**config.mk**
```make
export PLATFORM = sky130hd
export DESIGN_NAME = flag_branch_unit
export DESIGN_NICKNAME = d
export VERILOG_FILES = /design/src/rtl/flag_branch_unit.sv
export SDC_FILE = /design/constraint.sdc
export NUM_CORES = 1
export LEC_CHECK = 0
export ABC_AREA = 1
export CAP_MARGIN = 25
export CORE_ASPECT_RATIO = 1.4
export CORE_MARGIN = 2
export CORE_UTILIZATION = 28
export DETAILED_ROUTE_END_ITERATION = 10
export GPL_ROUTABILITY_DRIVEN = 0
export GPL_TIMING_DRIVEN = 0
export HOLD_SLACK_MARGIN = 0.03
export PLACE_DENSITY = 0.85
export SYNTH_ARGS = -nofsm -noshare
export SYNTH_HDL_FRONTEND = slang
export SYNTH_SLANG_ARGS = --single-unit
```
**constraint.sdc**
```tcl
create_clock -name clk -period 1.4 [get_ports clk]
set_input_delay 0.28 -clock clk [delete_from_list [all_inputs] [get_ports clk]]
set_output_delay 0.28 -clock clk [all_outputs]
set_load 0.02 [all_outputs]
```
**src/rtl/flag_branch_unit.sv**
```systemverilog
// NZCV flag register and branch resolution for the LEGv8 datapath.
// Decision is registered one cycle after br_valid; same-cycle flag bypass from the ALU.
module flag_branch_unit #(
  parameter int WIDTH = 64
) (
  input  logic             clk,
  input  logic             reset,
  input  logic             alu_neg,
  input  logic             alu_zero,
  input  logic             alu_carry,
  input  logic             alu_ovf,
  input  logic             set_flags,
  input  logic             br_valid,
  input  logic [1:0]       br_type,
  input  logic [3:0]       cond,
  input  logic [WIDTH-1:0] cbz_val,
  input  logic             stall,
  input  logic             flush,
  output logic [3:0]       flags_q,
  output logic             br_resolved,
  output logic             br_taken
);

  localparam logic [1:0] BR_B     = 2'b00;
  localparam logic [1:0] BR_CBZ   = 2'b01;
  localparam logic [1:0] BR_CBNZ  = 2'b10;

  // Radix-4 OR tree: number of levels so that 4**lvls covers WIDTH.
  localparam int LVLS = (WIDTH <= 4) ? 1 : ($clog2(WIDTH) + 1) / 2;
  localparam int PAD  = 4 ** LVLS;

  logic [PAD-1:0] padded;
  logic           is_zero;
  logic [3:0]     alu_flags;
  logic [3:0]     eff;
  logic           f_n, f_z, f_c, f_v;
  logic           cond_ok;
  logic           decision;

  assign padded = PAD'(cbz_val);

  genvar l, i;
  for (l = 0; l <= LVLS; l++) begin : g_lvl
    localparam int N = PAD / (4 ** l);
    logic [N-1:0] v;
    if (l == 0) begin : g_leaf
      assign v = padded;
    end else begin : g_node
      for (i = 0; i < N; i++) begin : g_or
        assign v[i] = |g_lvl[l-1].v[4*i +: 4];
      end
    end
  end

  assign is_zero   = ~g_lvl[LVLS].v[0];
  assign alu_flags = {alu_neg, alu_zero, alu_carry, alu_ovf};
  assign eff       = set_flags ? alu_flags : flags_q;
  assign {f_n, f_z, f_c, f_v} = eff;

  always_comb begin
    cond_ok = 1'b1;
    case (cond)
      4'b0000: cond_ok = f_z;
      4'b0001: cond_ok = ~f_z;
      4'b0010: cond_ok = f_c;
      4'b0011: cond_ok = ~f_c;
      4'b0100: cond_ok = f_n;
      4'b0101: cond_ok = ~f_n;
      4'b0110: cond_ok = f_v;
      4'b0111: cond_ok = ~f_v;
      4'b1000: cond_ok = f_c & ~f_z;
      4'b1001: cond_ok = ~f_c | f_z;
      4'b1010: cond_ok = (f_n == f_v);
      4'b1011: cond_ok = (f_n != f_v);
      4'b1100: cond_ok = ~f_z & (f_n == f_v);
      4'b1101: cond_ok = f_z | (f_n != f_v);
      default: cond_ok = 1'b1;
    endcase
  end

  always_comb begin
    decision = cond_ok;
    case (br_type)
      BR_B:    decision = 1'b1;
      BR_CBZ:  decision = is_zero;
      BR_CBNZ: decision = ~is_zero;
      default: decision = cond_ok;
    endcase
  end

  always_ff @(posedge clk or posedge reset) begin
    if (reset) begin
      flags_q     <= 4'b0000;
      br_resolved <= 1'b0;
      br_taken    <= 1'b0;
    end else begin
      if (set_flags && !stall)
        flags_q <= alu_flags;
      if (flush) begin
        br_resolved <= 1'b0;
        br_taken    <= 1'b0;
      end else if (stall) begin
        br_resolved <= 1'b0;
      end else begin
        br_resolved <= br_valid;
        br_taken    <= br_valid & decision;
      end
    end
  end

endmodule

```
---- Yosys cells after proc, flatten, opt, wreduce, memory -nomap -nowiden ----
Index checks and enable logic that the tools add are counted.
storage, ports and cells
  output and inout bits ................... 6
  flip-flop bits (word level) ............. 6
cells by class
  bitwise gates (word level) .............. 10
  multiplexer cells ....................... 7
  eq/ne operators ......................... 18
  reduce and logical (&&, ||, !) cells .... 5
operators by type and width
  operator                                               number
  OR reduction 64 bit                                    1
  equality test 4 bit, second input constant             6
  equality test 4 x 3 -> 1 bit, second input constant    4
  case mux 1 bit (14 select lines)                       1
  equality test 4 x 2 -> 1 bit, second input constant    2
  inverter 1 bit                                         5
  equality test 4 x 1 -> 1 bit, second input constant    1
  logical NOT 4 bit                                      1
  2-to-1 mux 1 bit                                       4
  2-to-1 mux 4 bit                                       1
  AND 1 bit                                              3
  case mux 1 bit (3 select lines)                        1
  equality test 2 x 1 -> 1 bit, second input constant    1
  equality test 2 bit, second input constant             1
  logical NOT 2 bit                                      1
  inequality test 2 x 1 -> 1 bit, second input constant  1
  bitwise OR 1 bit                                       2
  equality test 1 bit                                    1
  logical AND 1 bit                                      1
  logical NOT 1 bit                                      1
  inequality test 1 bit                                  1

---- Longest topological paths before layout ----
  depth after elaboration ................. 8
  mapped depth ............................ 14
  gate-level depth less buffers ........... 13

---- Worst setup path after synthesis ----
Ideal clock, no wire load.
  kind .................................... reg2reg
  start ................................... register flags_q[0]
  end ..................................... register br_taken
  period minus slack after synthesis ...... 1.319 ns
  buffers on the path ..................... 0
  data required time ...................... 1.283 ns
  setup time .............................. 0.117 ns
  stages on the path, launching flop included .. 14
  arrival ................................. 1.202 ns
  path slack .............................. 0.081 ns
  path through ............................ dfrtp_1 -> inv_1 -> nand2_1 -> nand2_1 -> nand2_1 -> nand2_1 -> nand2_1 -> o21ai_1 -> inv_1 -> nand3_1 -> nor2_1 -> nand2_1 -> nand3_1 -> nand2_1
between the ends
  cells in the longest elaborated chain, start to end .. 8
  elaborated cells on any way between the ends .. 11
  those cells by class .................... 2 x eq/ne; 5 x mux; 4 x bitwise
RTL lines
  element                                                       line    RTL
  start: declaration                                            19      output logic [3:0] flags_q,
  start signal: assignment                                      98      flags_q <= alu_flags;
  2-to-1 mux 4 bit *                                            57      assign eff = set_flags ? alu_flags : flags_q;
  inequality test 1 bit or equality test 1 bit (tied branches)  -
  bitwise OR 1 bit or AND 1 bit (tied branches)                 76, 75
  case mux 1 bit (14 select lines) *                            62      case (cond)
  case mux 1 bit (3 select lines) *                             83      case (br_type)
  AND 1 bit *                                                   106     br_taken <= br_valid & decision;
  2-to-1 mux 1 bit *                                            102     end else if (stall) begin
  2-to-1 mux 1 bit *                                            99      if (flush) begin
  end signal: assignment                                        106
  end: declaration                                              21      output logic br_taken
Every way passes the cells marked *; elsewhere a longest branch is shown, timed or not. The select of a mux whose other input is x is not followed.
A chain may end at the register's enable or synchronous reset.

---- Worst setup path in the final report ----
  start ................................... input port cond[3]
  end ..................................... register br_taken
between the ends
  cells in the longest elaborated chain, start to end .. 6
  elaborated cells on any way between the ends .. 19
  those cells by class .................... 13 x eq/ne; 4 x mux; 1 x bitwise; 1 x reduce/logical
RTL lines
  element                                            line  RTL
  start: declaration                                 15    input logic [3:0] cond,
  equality test 4 bit, or another cell as far along  62
  case mux 1 bit (14 select lines) *                 62
  case mux 1 bit (3 select lines) *                  83
  AND 1 bit *                                        106
  2-to-1 mux 1 bit *                                 102
  2-to-1 mux 1 bit *                                 99
Marks and branches as above.

==> run metrics <==
Yosys reg bits=6; Hold Slack=around 240 ps; clock power share=slightly above 20%; DR WL/cell=10.6 um; Final Hold Vio Count=0; multiplexer share of the synthesized area=2.90%; Clock Latency Late Sink=~260 ps; Simple-Gate Fraction of Synth Area=65.6%; Util after Layout=66.4%; final net count=320; GRT Total Usage=17.9%; CP Class=in2reg; Adder-Cell Fraction of Synth Area=0%; setup violators final=0; f_max=726 MHz; Least-Margin Pin Slew=240 ps; H-tree Lvls=1; ANT cells=0; Psw=around 0.26 mW; antenna violations before repair=0; Antenna Nets Post-Route=0; Mapped Cells=150; main combinational cell family by area after synthesis=simple AND/OR/NAND/NOR gates; Comb pwr share=54.1%; Iter 0 DRT Violations=15; IO Count=86; worst-path maximum fanout=5; peak supply drop=394 uV; Filler cells=around 250; syn nets=230; Clock Tree Root=clkbuf_4; first-pass GRT wire length=4.51 mm; detailed placer's ending HPWL=2.38 mm; Initial Util=29.4%; DIE WIDTH=48.5 um; r2r setup slk=40 ps; drt pass-1 iters=4; drt via density=4.52; status=finished clean; CTS Buf Count=3; HP Class=in2async; compound-cell area share of the yosys netlist=1.94%; final slew viol count=0; Register-to-Register Path Depth=12; routed via count=1,239; post-synthesis cell type count=19; clock buffer depth=2; Placed Cells=about 270; routed wire length=roughly 2.9 mm; sequential power share=25.5%; Sw Ratio=31.4%; Layout area overhead=126%; clock skew=roughly 4.7 ps; Core Area=2640 sq um; vias in the first global route=1,203; min cycle time layout=roughly 1400 ps; final setup TNS=0 ps; Layout Cells excl Fill=274; max-cap check violation count=0; Synthesis Warnings=0; Die Ht=roughly 66 um; PwrDens=465 nW/um^2; layout cells sized above 1=13.0%; XOR/XNOR share of the synthesized area=0%; reg2reg start=flags_q[0]; sequential element share of the synthesized area=19.4%; RSZ-0062 raised after global routing=yes; Int Power=between 0.5 and 0.6 mW; largest net degree at the start of global routing=9; CTS sink cnt=6; Post-Syn Area=776 sq um; Setup crit start kind=input pin; RR Endpoint=br_taken; Clk pin slew, worst setup/hold paths=50 ps; Slew headroom=84.0%; CTS tree=built; Leak=between 0.9 and 1 nW; crit path DAT=1530 ps; buffers added on ports=83; Post-route DRC=0; Mapped Avg Cell Area=5.17 sq um; Worst setup EP type=flop; Worst Path Required=1550 ps; row cnt=22; DIE AREA=~3200 sq um; Final period util=98.5%; grt total ovfl=0
==> worst max-delay path by stage <==
stage,from,to,slack (ps),cells after the start
floorplan,flags_q[0],br_taken,80,13
global placement,cond[0],br_taken,-450,12
detailed placement,cond[0],br_taken,-470,12
CTS,cond[2],br_taken,-80,12
global route,cond[3],br_taken,-140,12
finish,cond[3],br_taken,20,12
==> cells in the final DEF (no fill, tap or decap) <==
cell type	netlist	layout
clkdlybuf4s50_1	0	59
nand2_1	52	47
nor2_1	39	35
dlymetal6s2s_1	0	16
inv_1	13	12
nand3_1	13	12
dlygate4sd2_1	0	7
nand2_2	1	6
nand4_1	6	6
dfrtp_1	6	6
buf_4	1	4
inv_2	3	4
nor2_2	0	4
nor3_2	1	3
nor3_1	5	3
clkbuf_4	0	3
mux2_2	2	2
o21ai_0	2	2
inv_4	1	1
buf_2	1	1
and2_2	1	1
and2_4	1	1
o21ai_1	1	1
nand3_2	0	1
nand3b_1	1	1
==> cells by family (layout without fill, tap and decap cells) <==
logic type | after synthesis | after routing
AO/OA/AOI/OAI | 3 | 3
buffers and inverters | 19 | 107
flip-flops | 6 | 6
multiplexers | 2 | 2
AND/OR/NAND/NOR | 120 | 120
==> stage by stage <==
step	total power, mW	instance area, sq um	setup slack, ps
5_1_grt	0.870	1760	-138
3_3_place_gp	0.643	1650	-446
4_1_cts	0.804	1670	-78.9
6_report	0.816	1760	21.7
3_5_place_dp	0.650	1650	-472
2_1_floorplan	0.367	776	81.1
==> routing by layer <==
layer / vias to the layer above / part of all wire [%] / global-route usage [%]
met3: 5 / 8.2 / 4.52
li1: 648 / - / -
met2: 68 / 55 / 35.2
met5: - / 0 / 0
met1: 518 / 35 / 17.1
met4: 0 / 1.9 / 8.57
==> worst max-delay path, stage by stage <==
cell and delay (ps):
dlygate4sd2_1 300, nand2_2 100, nor3_2 210, inv_1 60, nand2_1 50, nand3_1 70
nand2_1 70, nand3_2 70, nor2_2 120, nand2_1 60, nand3_1 70, nand2_1 50
==> sequential cells by signal (all words and copies together) (netlist names) <==
register and flops:
br_taken 1, br_resolved 1, flags_q 4
==> cell usage after synthesis (all sizes together) <==
cell / number / area (sq um)
inv: 17 / 66.3
mux2: 2 / 22.5
and2: 2 / 16.3
nand2: 53 / 201
o21ai: 3 / 15.0
nand4: 6 / 37.5
nand3: 13 / 65.1
nor2: 39 / 146
buf: 2 / 12.5
dfrtp: 6 / 150
nor3: 6 / 35.0
nand3b: 1 / 7.51
==> what timing repair did <==
action                     4_1_cts  5_1_grt
hold buffers                     0        0
buffers inserted                 0        2
gates resized for setup          9       29
setup endpoints to repair        7        1
pin swaps                        1       29
==> power by group through the flow <==
stage | clock network (mW) | registers [mW] | logic [mW]
2_1_floorplan | 0 | 0.231 | 0.136
3_3_place_gp | 0 | 0.210 | 0.433
3_5_place_dp | 0 | 0.211 | 0.439
4_1_cts | 0.171 | 0.207 | 0.426
5_1_grt | 0.174 | 0.210 | 0.487
6_report | 0.166 | 0.208 | 0.442
==> area by class of cell <==
cell class,instances,area [sq um],area share [%]
plain buffers,2,12.5,0.713
clock buffers,3,22.5,1.28
inverters,17,66.3,3.78
multi-input cells,125,584,33.3
flip-flops and latches,6,150,8.55
well taps,36,45.0,2.57
repair buffers,85,875,49.8
No activity file was read; power rests on OpenSTA's default activity.
